===== src/rtl/uart_pkg.sv =====
// Shared types and constants for the UART receiver slice.
// FSM encodings stay as sized constants for compatibility with existing netlists.
package uart_pkg;
   typedef logic [1:0] state_t;

   localparam state_t IDLE  = 2'd0;
   localparam state_t START = 2'd1;
   localparam state_t DATA  = 2'd2;
   localparam state_t STOP  = 2'd3;

   localparam logic [7:0] ASCII_FIRST = 8'd97;
   localparam logic [7:0] ASCII_LAST  = 8'd122;
endpackage


===== src/rtl/ascii_seq_check.sv =====
// Checks that received words follow the sequence 'a'..'z' (wrapping).
// Registered so seq_err lines up with the registered valid pulse of the receiver.
module ascii_seq_check
   import uart_pkg::*;
#(
   parameter int SIZE = 8
) (
   input  logic            clk,
   input  logic            rst,
   input  logic            load,
   input  logic [SIZE-1:0] data,
   output logic            seq_err
);
   localparam logic [SIZE-1:0] FIRST = SIZE'(ASCII_FIRST);
   localparam logic [SIZE-1:0] LAST  = SIZE'(ASCII_LAST);

   logic [SIZE-1:0] expected;
   logic [SIZE-1:0] succ;

   // Match and mismatch share one rule: the next expected is data's successor.
   always_comb begin
      succ = FIRST;
      if (data >= FIRST && data < LAST)
         succ = data + SIZE'(1);
   end

   always_ff @(posedge clk) begin
      if (rst) begin
         expected <= FIRST;
         seq_err  <= 1'b0;
      end else begin
         seq_err <= load && (data != expected);
         if (load)
            expected <= succ;
      end
   end
endmodule


===== src/rtl/uart_rx.sv =====
// 8N1 UART receiver with mid-bit sampling and stop-bit framing check.
// Define ASCII_CHECK_EN to add the 'a'..'z' sequence checker driving seq_err.
module uart_rx
   import uart_pkg::*;
#(
   parameter int CLK_FREQ = 12000000,
   parameter int BAUD     = 115200,
   parameter int SIZE     = 8
) (
   input  logic            clk,
   input  logic            rst,
   input  logic            rx,
   output logic [SIZE-1:0] word,
   output logic            valid,
   output logic            busy,
   output logic            frame_err,
   output logic            seq_err
);
   localparam int DIV  = CLK_FREQ / BAUD;
   localparam int HALF = DIV / 2;
   localparam int CW   = $clog2(DIV);
   localparam int BW   = (SIZE > 1) ? $clog2(SIZE) : 1;

   localparam logic [CW-1:0] CNT_LAST = CW'(DIV - 1);
   localparam logic [CW-1:0] CNT_HALF = CW'(HALF - 1);
   localparam logic [BW-1:0] BIT_LAST = BW'(SIZE - 1);

   state_t          state;
   logic [CW-1:0]   cnt;
   logic [BW-1:0]   bitidx;
   logic [SIZE-1:0] shreg;
   logic            s1, s2, s3;

   assign busy = (state != IDLE);

   always_ff @(posedge clk) begin
      if (rst) begin
         s1        <= 1'b1;
         s2        <= 1'b1;
         s3        <= 1'b1;
         state     <= IDLE;
         cnt       <= '0;
         bitidx    <= '0;
         shreg     <= '0;
         word      <= '0;
         valid     <= 1'b0;
         frame_err <= 1'b0;
      end else begin
         s1        <= rx;
         s2        <= s1;
         s3        <= s2;
         valid     <= 1'b0;
         frame_err <= 1'b0;
         case (state)
            // Edge-triggered start: a line stuck low never re-arms a frame.
            IDLE: begin
               if (s3 && !s2) begin
                  state <= START;
                  cnt   <= '0;
               end
            end
            START: begin
               if (cnt == CNT_HALF) begin
                  cnt    <= '0;
                  bitidx <= '0;
                  state  <= s2 ? IDLE : DATA;
               end else begin
                  cnt <= cnt + CW'(1);
               end
            end
            DATA: begin
               if (cnt == CNT_LAST) begin
                  cnt    <= '0;
                  shreg  <= {s2, shreg[SIZE-1:1]};
                  bitidx <= bitidx + BW'(1);
                  if (bitidx == BIT_LAST)
                     state <= STOP;
               end else begin
                  cnt <= cnt + CW'(1);
               end
            end
            STOP: begin
               if (cnt == CNT_LAST) begin
                  cnt   <= '0;
                  state <= IDLE;
                  if (s2) begin
                     word  <= shreg;
                     valid <= 1'b1;
                  end else begin
                     frame_err <= 1'b1;
                  end
               end else begin
                  cnt <= cnt + CW'(1);
               end
            end
            default: state <= IDLE;
         endcase
      end
   end

`ifdef ASCII_CHECK_EN
   logic load;
   assign load = (state == STOP) && (cnt == CNT_LAST) && s2;

   ascii_seq_check #(.SIZE(SIZE)) u_check (
      .clk     (clk),
      .rst     (rst),
      .load    (load),
      .data    (shreg),
      .seq_err (seq_err)
   );
`else
   assign seq_err = 1'b0;
`endif
endmodule


===== config.mk =====
export PLATFORM = sky130hd
export DESIGN_NAME = uart_rx
export DESIGN_NICKNAME = d
export VERILOG_FILES = /design/src/rtl/uart_pkg.sv /design/src/rtl/ascii_seq_check.sv /design/src/rtl/uart_rx.sv
export SDC_FILE = /design/constraint.sdc
export NUM_CORES = 1
export LEC_CHECK = 0
export ABC_AREA = 1
export CORE_MARGIN = 3
export CORE_UTILIZATION = 55
export CTS_CLUSTER_DIAMETER = 50
export CTS_CLUSTER_SIZE = 30
export DETAILED_ROUTE_END_ITERATION = 10
export HOLD_SLACK_MARGIN = 0.03
export PLACE_DENSITY = 0.89
export SYNTH_ARGS = -nofsm -noshare
export SYNTH_HDL_FRONTEND = slang
export SYNTH_HIERARCHICAL = 1
export SYNTH_SLANG_ARGS = --single-unit

===== constraint.sdc =====
create_clock -name clk -period 3.5 [get_ports clk]
set_clock_uncertainty 0.1 [all_clocks]
set_input_delay 0.525 -clock clk [delete_from_list [all_inputs] [get_ports clk]]
set_output_delay 0.525 -clock clk [all_outputs]
set_load 0.05 [all_outputs]

==> impl_metrics.ini, run 1 <==
[floorplanning]
dieArea_um2 = 3320
start_util_pct = 58.7
core_um2 = 2500
ios = 15
num_rows = 18
die_w_um = 57.7
fp.dieH_um = 57.7

[logic_synthesis]
seq_area_frac_synth_pct = 45.0
syn_nets = 200
synth_edf_count = 0
avgSynthCellArea_um2 = 7.57
ys.flop_type = dfxtp_1
yosysTopAreaCellShare_pct = 45.0
synth.cell_area_um2 = 1470
synth_common_cells = nand2_1, dfxtp_1, nor2_1
synth_area_leaders = dfxtp_1, nand2_1, nand3_1, nor2_1, a21oi_1
yosysMostFrequentCell = nand2_1
yosys.cell_types.count = 30
yosys_warnings = 6
async_flop_share_pct = 0
ys_ff_latch = 33
syn_inst = 194
synth_top_area_cell = dfxtp_1

[finish]
fin_util_pct = 67.2
area_delta_synth_final_pct = 14.5
seqCellArea_um2 = 661
multi_input_area_um2 = 696
fill_cells = 220
fin_cells = 238
fin_nets = 213
n_antenna_cell = 0
drive_above_1_share_pct = 11.5

[detailed_routing]
totalWireLength_um = 2650
drc_errors = 0
ant_nets = 0
num_vias = 1240
first_pass_iters = 4
via_per_inst = 5.21
routedWlPerCell_um = 11.1
drtIter0Drc = 48

[critical_path]
startpoint_type = flop
cp_max_fo = 8
crit_arrival_ns = 1.85
crit_required_ns = 2.87
crit_type = flop to primary output
critPathCaptureType = primary output

[sta]
rsz0062_at_grt = false
period_share_pct = 70.8
finalSetupViolations = 0
relSlewSlack_pct = 57.8
worst_slew_pin_slew_ns = 0.632
period_needed_ns = 2.48
hold_violations = 0
fmax_ghz = 0.403
tns_ns = 0
maxSlewViolCount = 0

[grt]
grt_usage_pct = 18.7
gr-total-overflow = 0
antenna_found_initial = 0
grt_pass1_wl_um = 4790
grt_max_degree = 18
first_global_vias = 1120

[clock_tree]
clockBufferDepth = 2
cts-resized-gates = 0
cts_setup_buffers = 0
clock_latency_ns = 0.33
root_buffer = clkbuf_4
clkSinkCount = 33
cts_buffers = 5
cts.htree.levels = 2
clk_pin_slew_ns = 0.09
cts_tree = yes
postCtsHoldBufs = 0

[power]
power.density_nw_per_um2 = 439
p_leak_nw = 0.771
p_total_mw = 0.739
max-vdd-ir-drop_mv = 0.381

[job]
maxCapViolations = 0

[placement]
port_buffers = 13
placed_cells = 230
hpwlAfterDp_um = 1930
gp_congestion = 0.837

[hold_path]
hold_path.class = flop to flop

[outcome]
status = completed
[logic make-up after synthesis]
logic type	after synthesis	share of synthesized area (%)
AO/OA/AOI/OAI	35	13.6
flip-flops	33	45.0
other	1	0.256
adder cells (fa/ha/maj)	3	2.56
buffers and inverters	26	7.59
XOR/XNOR	1	0.597
AND/OR/NAND/NOR	95	30.4
[worst max-delay path, stage by stage, from the launching register on]
cell and delay [ns]:
dfxtp_1 0.50, inv_2 0.10, nand2_1 0.11, clkdlybuf4s50_1 0.81
[cell type report]
class                      instances  area share (%)
clock buffer                       7            3.28
clock inverter                     1            1.79
inverter                          19            4.24
multi-input combinational        135            41.4
sequential                        33            39.3
tap                               30            2.23
timing repair buffer              13            7.74
[sequential cells by signal, indices dropped and copies added, names as in the netlist, 3 cells and up, named ones only]
signal / cells
shreg: 8
word: 8
bitidx: 3
cnt: 7
[path summary, 6_finish.rpt]
| check | endpoint | startpoint | slack (ns) | depth (start not counted) |
|---|---|---|---|---|
| setup reg to reg | bitidx[1] | cnt[0] | 1.66 | 8 |
| hold reg to reg | s2 | s1 | 0.32 | 1 |
| hold / removal | s2 | s1 | 0.32 | 1 |
| setup / recovery | busy | flop | 1.02 | 3 |
[placed cells by master (no fill, tap or decap), drive strengths merged, types with 3 or more instances in the layout]
cell type,n
a21oi,17
dfxtp,33
nand4,5
inv,19
nand2,43
nand3,17
clkdlybuf4s50,13
clkbuf,7
nor2,26
o21ai,14
ha,3
[per-layer routing]
layer | vias up | share of wire [%] | track usage (%)
met4 | 0 | 1.4 | 6.95
met5 | - | 0 | 0
met3 | 5 | 5.6 | 7.35
met2 | 26 | 43 | 26.5
li1 | 661 | - | -
met1 | 548 | 50 | 25.7
[per-stage QoR]
step / instance area [um^2] / setup WS (ns) / hold slack (ns)
6_report: 1680 / 1.02 / 0.316
5_1_grt: 1680 / 0.914 / 0.343
4_1_cts: 1680 / 1.01 / 0.319
3_5_place_dp: 1600 / 1.08 / 0.295
3_3_place_gp: 1600 / 1.15 / 0.291
2_1_floorplan: 1470 / 1.86 / 0.289
[power by group]
part,switching (mW),internal [mW]
Combinational,0.0432,0.0185
Sequential,0.00585,0.381
Clock,0.119,0.171
Total,0.168,0.570
Note: power is estimated with default switching activity, not from simulation.
==> inputs of run 2 (changes only) <==
==> constraint.sdc (replaced) <==
create_clock -name clk -period 2.5 [get_ports clk]
set_clock_uncertainty 0.1 [all_clocks]
set_input_delay 0.375 -clock clk [delete_from_list [all_inputs] [get_ports clk]]
set_output_delay 0.375 -clock clk [all_outputs]
set_load 0.05 [all_outputs]
==> run 2 against run 1 <==
Global-route usage fell by 2.1 points. Clock power grew 42%. Combinational power increased by 42%. Non-clock buffer count up 1. Flip-flop and latch count is the same. Wire length is 1.2% higher. Via count grew 3.6%. Sequential power is 40% higher. Sequential share of layout area is 0.17 points lower. Largest cell class unchanged. Final cell count is 0.42% higher. Register-to-register slack got worse by 1.0 ns. Utilization is 0.30 points higher.
==> impl_metrics.ini, run 2 (synthesized netlist as in run 1, its figures left out) <==
[outcome]
status = completed

[clock_tree]
cts.htree.levels = 2
root_buffer = clkbuf_4
clockBufferDepth = 2
cts_setup_buffers = 0
clkSinkCount = 33
cts_tree = yes
cts-resized-gates = 0
postCtsHoldBufs = 0
clk_pin_slew_ns = 0.09
cts_buffers = 5
clock_latency_ns = 0.33

[grt]
gr-total-overflow = 0
grt_usage_pct = 16.6
grt_pass1_wl_um = 4290
first_global_vias = 1002
antenna_found_initial = 0
grt_max_degree = 17

[critical_path]
cp_max_fo = 8
crit_type = flop to primary output
critPathCaptureType = primary output
crit_required_ns = 2.03
startpoint_type = flop
crit_arrival_ns = 1.84
r2r-start = cnt[1]

[finish]
seqCellArea_um2 = 661
drive_above_1_share_pct = 12.0
fin_cells = 239
n_antenna_cell = 0
layout_commonest_cell = nand2_1
fin_util_pct = 67.5
fin_nets = 214
final_cell_mix = nand2_1, dfxtp_1, nor2_1
fill_cells = 204
area_delta_synth_final_pct = 15.0
multi_input_area_um2 = 696
largestRegisters = shreg (8), word (8), cnt (7)

[placement]
gp_congestion = 0.964
placed_cells = 231
pre_cts_slack_ns = 0.552
hpwlAfterDp_um = 1880
port_buffers = 13

[power]
p_leak_nw = 0.776
power.internal_mw = 0.799
sw_frac_of_total_pct = 23.3
pwr-share-clk_pct = 39.5
max-vdd-ir-drop_mv = 0.501
p_total_mw = 1.04
power.density_nw_per_um2 = 617
p_sw_mw = 0.243
share_comb_of_total_power_pct = 8.4
pwr-share-seq_pct = 52.1

[sta]
hold_violations = 0
period_needed_ns = 2.32
tns_ns = 0
rsz0062_at_grt = false
maxSlewViolCount = 0
period_share_pct = 92.7
fmax_ghz = 0.431
setup_ws_ns = 0.182
finalSetupViolations = 0

[floorplanning]
dieArea_um2 = 3320
num_rows = 18
start_util_pct = 58.7
core_um2 = 2500
ios = 15
die_w_um = 57.7
fp.dieH_um = 57.7

[detailed_routing]
routedWlPerCell_um = 11.2
num_vias = 1285
via_per_inst = 5.38
totalWireLength_um = 2680
ant_nets = 0
drtIter0Drc = 48
first_pass_iters = 4
drc_errors = 0

[job]
maxCapViolations = 0

[hold_path]
hold_path.class = flop to flop
min_from = s1
## run 2: cell types whose count changed in the layout (fill, tap and decap cells not counted)
cell and change:
buf_4 +1
## run 2: layer usage
metal / GRT usage, % / part of all wire, % / wire length (um) / up-vias
met2: 24.0 / 42 / 1130 / 45
li1: - / - / - / 661
met5: 0 / 0 / 0 / -
met4: 6.95 / 2.0 / 53 / 0
met1: 22.8 / 49 / 1300 / 569
met3: 5.35 / 7.4 / 197 / 10
## run 2: cell type report
| type | count | area share [%] |
|---|---|---|
| multi-input combinational | 135 | 41.2 |
| sequential | 33 | 39.1 |
| timing repair buffer | 14 | 8.15 |
| inverter | 19 | 4.23 |
| clock buffer | 7 | 3.26 |
| tap | 30 | 2.22 |
| clock inverter | 1 | 1.78 |
## run 2: worst max-delay path: stages, from the launching register on
cell and delay (ns):
dfxtp_1 0.49, inv_2 0.10, nand2_1 0.12, clkdlybuf4s50_1 0.81
## run 2: worst paths after layout
| path | slack [ns] | end | cells past startpoint |
|---|---|---|---|
| max | 0.18 | busy | 3 |
| max reg2reg | 0.64 | bitidx[1] | 8 |
| min | 0.32 | s2 | 1 |
| min reg2reg | 0.32 | s2 | 1 |
## run 2: metrics by stage
| step | instance area (um^2) | hold WS [ns] |
|---|---|---|
| floorplan | 1470 | 0.289 |
| global route | 1690 | 0.332 |
| CTS | 1690 | 0.324 |
| finish | 1690 | 0.319 |
| detailed placement | 1600 | 0.301 |
| global placement | 1600 | 0.296 |
## run 2: power by group through the flow
stage / Sequential, mW / Clock (mW) / Combinational (mW)
floorplan: 0.551 / 0 / 0.0679
global placement: 0.553 / 0 / 0.0860
detailed placement: 0.554 / 0 / 0.0867
CTS: 0.542 / 0.416 / 0.0870
global route: 0.544 / 0.434 / 0.0949
finish: 0.542 / 0.412 / 0.0876
